$ cat src/rtl/pipeline_hazard_ctrl.sv
// pipeline_hazard_ctrl
// Central stall/flush sequencer for a 5-stage MIPS pipeline.
//   - Detects load-use hazards (ID reads a register an EX-stage load writes)
//     and taken branches resolved in EX.
//   - Runs a multi-cycle data-memory wait: while MEM waits on mem_ready the
//     whole front of the pipeline is frozen and MEM/WB is fed bubbles.
//   - Counts cycles with the PC held (saturating) and raises a sticky fault
//     if the memory never answers within TIMEOUT wait cycles.
// Ports:
//   clk, reset (async, active-low)
//   id_rs, id_rt, id_usesRt          : source operands of the ID instruction
//   ex_memRead, ex_rt, ex_branchTaken: EX-stage load / branch information
//   mem_memAccess, mem_ready         : MEM-stage access and memory handshake
//   mem_req                          : data-memory access pending/held
//   pc_en, ifid_en, ifid_flush, idex_en, idex_flush, exmem_en, memwb_bubble
//                                    : per-pipeline-register controls
//   stall_cycles                     : saturating count of pc_en=0 cycles
//   fault                            : sticky memory-timeout flag
module pipeline_hazard_ctrl #(
  parameter int TIMEOUT = 16,
  parameter int CNT_W   = 16
) (
  input  logic             clk,
  input  logic             reset,
  input  logic [4:0]       id_rs,
  input  logic [4:0]       id_rt,
  input  logic             id_usesRt,
  input  logic             ex_memRead,
  input  logic [4:0]       ex_rt,
  input  logic             ex_branchTaken,
  input  logic             mem_memAccess,
  input  logic             mem_ready,
  output logic             mem_req,
  output logic             pc_en,
  output logic             ifid_en,
  output logic             ifid_flush,
  output logic             idex_en,
  output logic             idex_flush,
  output logic             exmem_en,
  output logic             memwb_bubble,
  output logic [CNT_W-1:0] stall_cycles,
  output logic             fault
);

  localparam int WC_W = $clog2(TIMEOUT + 1);

  typedef enum logic [1:0] {RUN, MWAIT, FAULT} state_t;

  state_t            state_q, state_d;
  logic [WC_W-1:0]   wait_cnt_q, wait_cnt_d;
  logic [CNT_W-1:0]  stall_q;
  logic              fault_q, fault_d;
  logic              load_use;

  // $0 is hard-wired, so a load targeting it never creates a dependency.
  assign load_use = ex_memRead && (ex_rt != 5'd0) &&
                    ((ex_rt == id_rs) || (id_usesRt && (ex_rt == id_rt)));

  always_comb begin
    pc_en        = 1'b1;
    ifid_en      = 1'b1;
    ifid_flush   = 1'b0;
    idex_en      = 1'b1;
    idex_flush   = 1'b0;
    exmem_en     = 1'b1;
    memwb_bubble = 1'b0;
    mem_req      = mem_memAccess;
    state_d      = state_q;
    wait_cnt_d   = wait_cnt_q;
    fault_d      = fault_q;

    unique case (state_q)
      RUN, MWAIT: begin
        if ((state_q == RUN && mem_memAccess && !mem_ready) ||
            (state_q == MWAIT && !mem_ready)) begin
          // Memory not done: freeze everything up to EX/MEM, drain bubbles.
          pc_en        = 1'b0;
          ifid_en      = 1'b0;
          idex_en      = 1'b0;
          exmem_en     = 1'b0;
          memwb_bubble = 1'b1;
          mem_req      = 1'b1;
          if (state_q == RUN) begin
            state_d    = MWAIT;
            wait_cnt_d = WC_W'(1);
          end else if (wait_cnt_q == WC_W'(TIMEOUT)) begin
            state_d = FAULT;
            fault_d = 1'b1;
          end else begin
            wait_cnt_d = wait_cnt_q + WC_W'(1);
          end
        end else begin
          if (state_q == MWAIT) begin
            // Release cycle: the access completes now, keep the request up.
            mem_req    = 1'b1;
            state_d    = RUN;
            wait_cnt_d = '0;
          end
          // A taken branch squashes the ID instruction, so it wins over load-use.
          if (ex_branchTaken) begin
            ifid_flush = 1'b1;
            idex_flush = 1'b1;
          end else if (load_use) begin
            pc_en      = 1'b0;
            ifid_en    = 1'b0;
            idex_flush = 1'b1;
          end
        end
      end
      FAULT: begin
        pc_en    = 1'b0;
        ifid_en  = 1'b0;
        idex_en  = 1'b0;
        exmem_en = 1'b0;
        mem_req  = 1'b0;
      end
      default: begin
        state_d = RUN;
      end
    endcase

    // Reset gates every control immediately, aborting any pending access.
    if (!reset) begin
      pc_en        = 1'b0;
      ifid_en      = 1'b0;
      ifid_flush   = 1'b0;
      idex_en      = 1'b0;
      idex_flush   = 1'b0;
      exmem_en     = 1'b0;
      memwb_bubble = 1'b0;
      mem_req      = 1'b0;
    end
  end

  always_ff @(posedge clk or negedge reset) begin
    if (!reset) begin
      state_q    <= RUN;
      wait_cnt_q <= '0;
      stall_q    <= '0;
      fault_q    <= 1'b0;
    end else begin
      state_q    <= state_d;
      wait_cnt_q <= wait_cnt_d;
      fault_q    <= fault_d;
      if (!pc_en && (stall_q != {CNT_W{1'b1}}))
        stall_q <= stall_q + CNT_W'(1);
    end
  end

  assign stall_cycles = stall_q;
  assign fault        = fault_q;

endmodule
$ cat config.mk
export PLATFORM = sky130hd
export DESIGN_NAME = pipeline_hazard_ctrl
export DESIGN_NICKNAME = d
export VERILOG_FILES = /design/src/rtl/pipeline_hazard_ctrl.sv
export SDC_FILE = /design/constraint.sdc
export NUM_CORES = 1
export LEC_CHECK = 0
export ABC_AREA = 1
export BUFFER_PORTS_ARGS = -buffer_cell sky130_fd_sc_hd__buf_4
export CAP_MARGIN = 15
export CORE_UTILIZATION = 55
export CTS_CLUSTER_SIZE = 28
export DETAILED_ROUTE_END_ITERATION = 10
export GPL_ROUTABILITY_DRIVEN = 0
export HOLD_SLACK_MARGIN = 0.05
export PLACE_DENSITY = 0.83
export SYNTH_ARGS = -nofsm -noshare
export SYNTH_HDL_FRONTEND = slang
export SYNTH_SLANG_ARGS = --single-unit
$ cat constraint.sdc
create_clock -name clk -period 2.6 [get_ports clk]
set_clock_uncertainty 0.05 [all_clocks]
set_input_delay 0.52 -clock clk [delete_from_list [all_inputs] [get_ports clk]]
set_output_delay 0.52 -clock clk [all_outputs]
set_load 0.05 [all_outputs]
==> results by group <==
Detailed routing
  – Number of vias per cell: 5.23
  – First-iteration detailed-routing DRC count: 91
  – Average wire per standard cell: 11.9 um
  – Detailed-routed wire length on met2: 1.84 mm
  – Top Metal Used: met4
  – Routed Antenna Nets: 0
  – Wirelength, routed: 3.85 mm
  – Metal-1 WL: 1.71 mm
  – Total via count after detailed routing: 1693
  – Number of detailed-routing iterations run before antenna repair: 7
  – Post-route DRC: 8
  – Met3 Wirelength: 250 um

STA
  – Worst Tran Pin Value: 0.248 ns
  – Final worst path period share: 95.2%
  – Final setup violation count: 0
  – Unrepaired setup endpoints after global routing: no
  – Final Max Slew Viols: 0
  – Maximum frequency from static timing analysis: 0.404 GHz
  – Max-slew headroom at the worst pin: 83.4%
  – Final critical-path required period: 2.47 ns
  – Setup TNS after final layout: 0 ns
  – Final hold violations: 0

Clock tree
  – # H-tree levels: 1
  – Clock root buffer: sky130_fd_sc_hd__clkbuf_4
  – Clock Path Buffers: 2
  – Clock network latency to the later pin of the worst-skew pair: 0.32 ns
  – Clock-pin slew on the worst setup and hold paths: 0.13 ns
  – Number of sinks on the clock net: 24
  – Clock tree from TritonCTS: yes
  – Total clock buffers created by CTS: 3

Cells and area
  – Fin nets: 319
  – Post-layout util: 74.3%
  – Fillers: 243
  – Layout cells sized above 1: 23.5%
  – Count of antenna diodes in the layout: 0
  – Area added between synthesis and finish: 24.9%
  – Finished Layout Cells: 324

Global route
  – Antenna violations before repair: 0
  – GRT Overall Usage: 25.9%
  – Number of global-route vias before repair: 1525
  – Leftover overflow at the end of global routing: 0
  – Largest net degree at the start of global routing: 18
  – Global-route wire length before repair: 6.58 mm

Setup path
  – Critical Path End Type: output pin
  – Max Fanout on Critical Path: 15
  – Worst reg2reg path startpoint: stall_cycles[0]
  – Crit path to: pc_en
  – Capture point of the worst reg-to-reg path: stall_cycles[14]
  – Reg2reg setup slack: 0.71 ns
  – Category of the critical setup timing path: in -> out
  – Launching element of the worst setup path: reset
  – Required time worst endpoint: 2.03 ns
  – Data arrival time of the critical path: 1.90 ns
  – Worst r2r path cells: 9
  – Setup crit start kind: primary input

Flow run
  – Number of max-cap violations: 0

Floorplanning
  – Top-level I/O count: 47
  – Core Area: 2830 sq um
  – Die outline height: 57.3 um
  – Die footprint: 3290 sq um
  – Width of the die: 57.3 um
  – Row Count: 19
  – Initial standard-cell utilization of the core: 59.5%

Logic synthesis
  – Post-Syn Nets: 270
  – Adder-Cell Fraction of Synth Area: 2.23%
  – Gate Count Post-Synth: 245
  – Xor and xnor area share after synthesis: 8.32%
  – Dominant cells by area after synthesis: sky130_fd_sc_hd__dfrtp_1, sky130_fd_sc_hd__nand2_1, sky130_fd_sc_hd__nand3_1, sky130_fd_sc_hd__inv_1, sky130_fd_sc_hd__nor2_1
  – Top cell type's share of synthesized area: 35.7%
  – Post-Syn Area: 1680 sq um
  – Multiplexer share of the synthesized area: 0%
  – Post-synthesis share of cell area spent on and, or, nand and nor gates: 39.9%
  – Combinational family with the most area after synthesis: simple AND/OR/NAND/NOR gates
  – Yosys warning total: 0
  – Syn_area_per_cell: 6.87 sq um
  – Share of the yosys chip area belonging to registers: 35.7%
  – #FFs+latches synth: 24
  – Post-synthesis cell type count: 26
  – Post-synthesis compound-gate area fraction: 3.79%
  – Library cell with the largest summed area after synthesis: sky130_fd_sc_hd__dfrtp_1

Pwr
  – P per Cell Area: 545 nW/um^2
  – Leakage power: 1.14 nW
  – Peak supply drop: 0.000527 V

Placement
  – DP Cell Count: 319
  – Number of input and output port buffers inserted: 46
  – DP Wirelength: 2.97 mm

Status
  – Failing checks: design-rule violations
  – Result of the run: finished with violations

Hold path
  – Worst Hold Class: in -> reg
  – Launch point of the worst hold path: mem_memAccess
routing by layer:
metal | up-vias | global-route usage [%]
met3 | 6 | 3.85
met5 | - | 0
met4 | 0 | 9.76
met2 | 52 | 43.0
li1 | 851 | -
met1 | 784 | 34.5
power by group:
part,internal [mW],switching [mW]
combinational,0.160,0.309
sequential,0.416,0.0602
clock,0.0857,0.116
total,0.661,0.485
cells in the mapped netlist (all sizes together):
cell / count
nand2: 82
inv: 35
nand3: 33
nor2: 29
dfrtp: 24
xnor2: 8
xor2: 8
a21oi: 6
buf: 5
nor3: 4
o21ai: 4
ha: 3
nand4: 1
o211ai: 1
o22ai: 1
or2: 1
state kept, by name, summed over array words and instances (netlist names):
register      flops
state_q           2
fault             1
wait_cnt_q        5
stall_cycles     16
how the worst min path moves through the flow:
stage            endpoint  slack, ns  cells after the start
6_report       state_q[0]       0.39                      3
5_1_grt        state_q[0]       0.44                      3
4_1_cts        state_q[0]       0.39                      3
3_5_place_dp   state_q[0]       0.33                      1
3_3_place_gp   state_q[0]       0.33                      1
2_1_floorplan       fault       0.17                      0
repair_timing:
action	CTS	global route
hold buffers	1	0
setup endpoints to repair	0	2
buffers inserted	0	0
hold endpoints to repair	11	0
resized for setup	0	1
logic make-up after synthesis:
logic type               after synthesis
XOR/XNOR                              16
AO/OA/AOI/OAI                         12
adder cells (fa/ha/maj)                3
AND/OR/NAND/NOR                      150
buffers and inverters                 40
flip-flops                            24
area by class of cell:
type                       instances  area (sq um)  area share [%]
sequential                        24           601            28.6
clock buffer                       4          36.3            1.73
tap                               31          38.8            1.84
inverter                          35           135            6.42
timing repair buffer              49           374            17.8
multi-input combinational        181           918            43.7
cell usage in the layout, fill, tap and decap left out:
cell type                       synthesis  final
sky130_fd_sc_hd__a21oi_1                6      6
sky130_fd_sc_hd__or2_2                  1      1
sky130_fd_sc_hd__clkinvlp_4             0      1
sky130_fd_sc_hd__ha_1                   3      3
sky130_fd_sc_hd__nand3_2                2      2
sky130_fd_sc_hd__inv_2                  5      5
sky130_fd_sc_hd__nor2_1                26     26
sky130_fd_sc_hd__nand3_1               30     30
sky130_fd_sc_hd__clkbuf_8               0      1
sky130_fd_sc_hd__nor3_1                 3      3
sky130_fd_sc_hd__buf_4                  3     47
sky130_fd_sc_hd__dlygate4sd3_1          0      1
sky130_fd_sc_hd__nand2_1               79     79
sky130_fd_sc_hd__o21ai_0                4      4
sky130_fd_sc_hd__o22ai_1                1      1
sky130_fd_sc_hd__nand2_2                2      2
sky130_fd_sc_hd__o211ai_1               1      1
sky130_fd_sc_hd__nor3_2                 1      1
sky130_fd_sc_hd__nand2_4                1      1
sky130_fd_sc_hd__nor2_4                 2      3
sky130_fd_sc_hd__xor2_1                 8      8
sky130_fd_sc_hd__nand3_4                1      1
sky130_fd_sc_hd__clkbuf_4               0      3
sky130_fd_sc_hd__buf_6                  1      1
sky130_fd_sc_hd__dfrtp_1               24     24
sky130_fd_sc_hd__xnor2_1                8      8
sky130_fd_sc_hd__nand4_1                1      1
sky130_fd_sc_hd__inv_1                 30     29
per-stage QoR:
stage | setup WS (ns) | cell area, sq um | total power [mW] | hold slack [ns]
floorplan | 0.148 | 1690 | 0.800 | 0.174
global placement | 0.558 | 2050 | 0.938 | 0.329
detailed placement | 0.540 | 2050 | 0.950 | 0.328
CTS | 0.0816 | 2100 | 1.15 | 0.386
global route | 0.0473 | 2100 | 1.21 | 0.445
finish | 0.125 | 2100 | 1.15 | 0.389
critical path: stages:
cell and delay [ns]:
sky130_fd_sc_hd__dlygate4sd3_1 0.54, sky130_fd_sc_hd__buf_6 0.18, sky130_fd_sc_hd__nand2_1 0.13, sky130_fd_sc_hd__nor2_4 0.17, sky130_fd_sc_hd__nand2_2 0.10, sky130_fd_sc_hd__clkinvlp_4 0.08, sky130_fd_sc_hd__buf_4 0.18
Power figures use the tool's default switching activity.
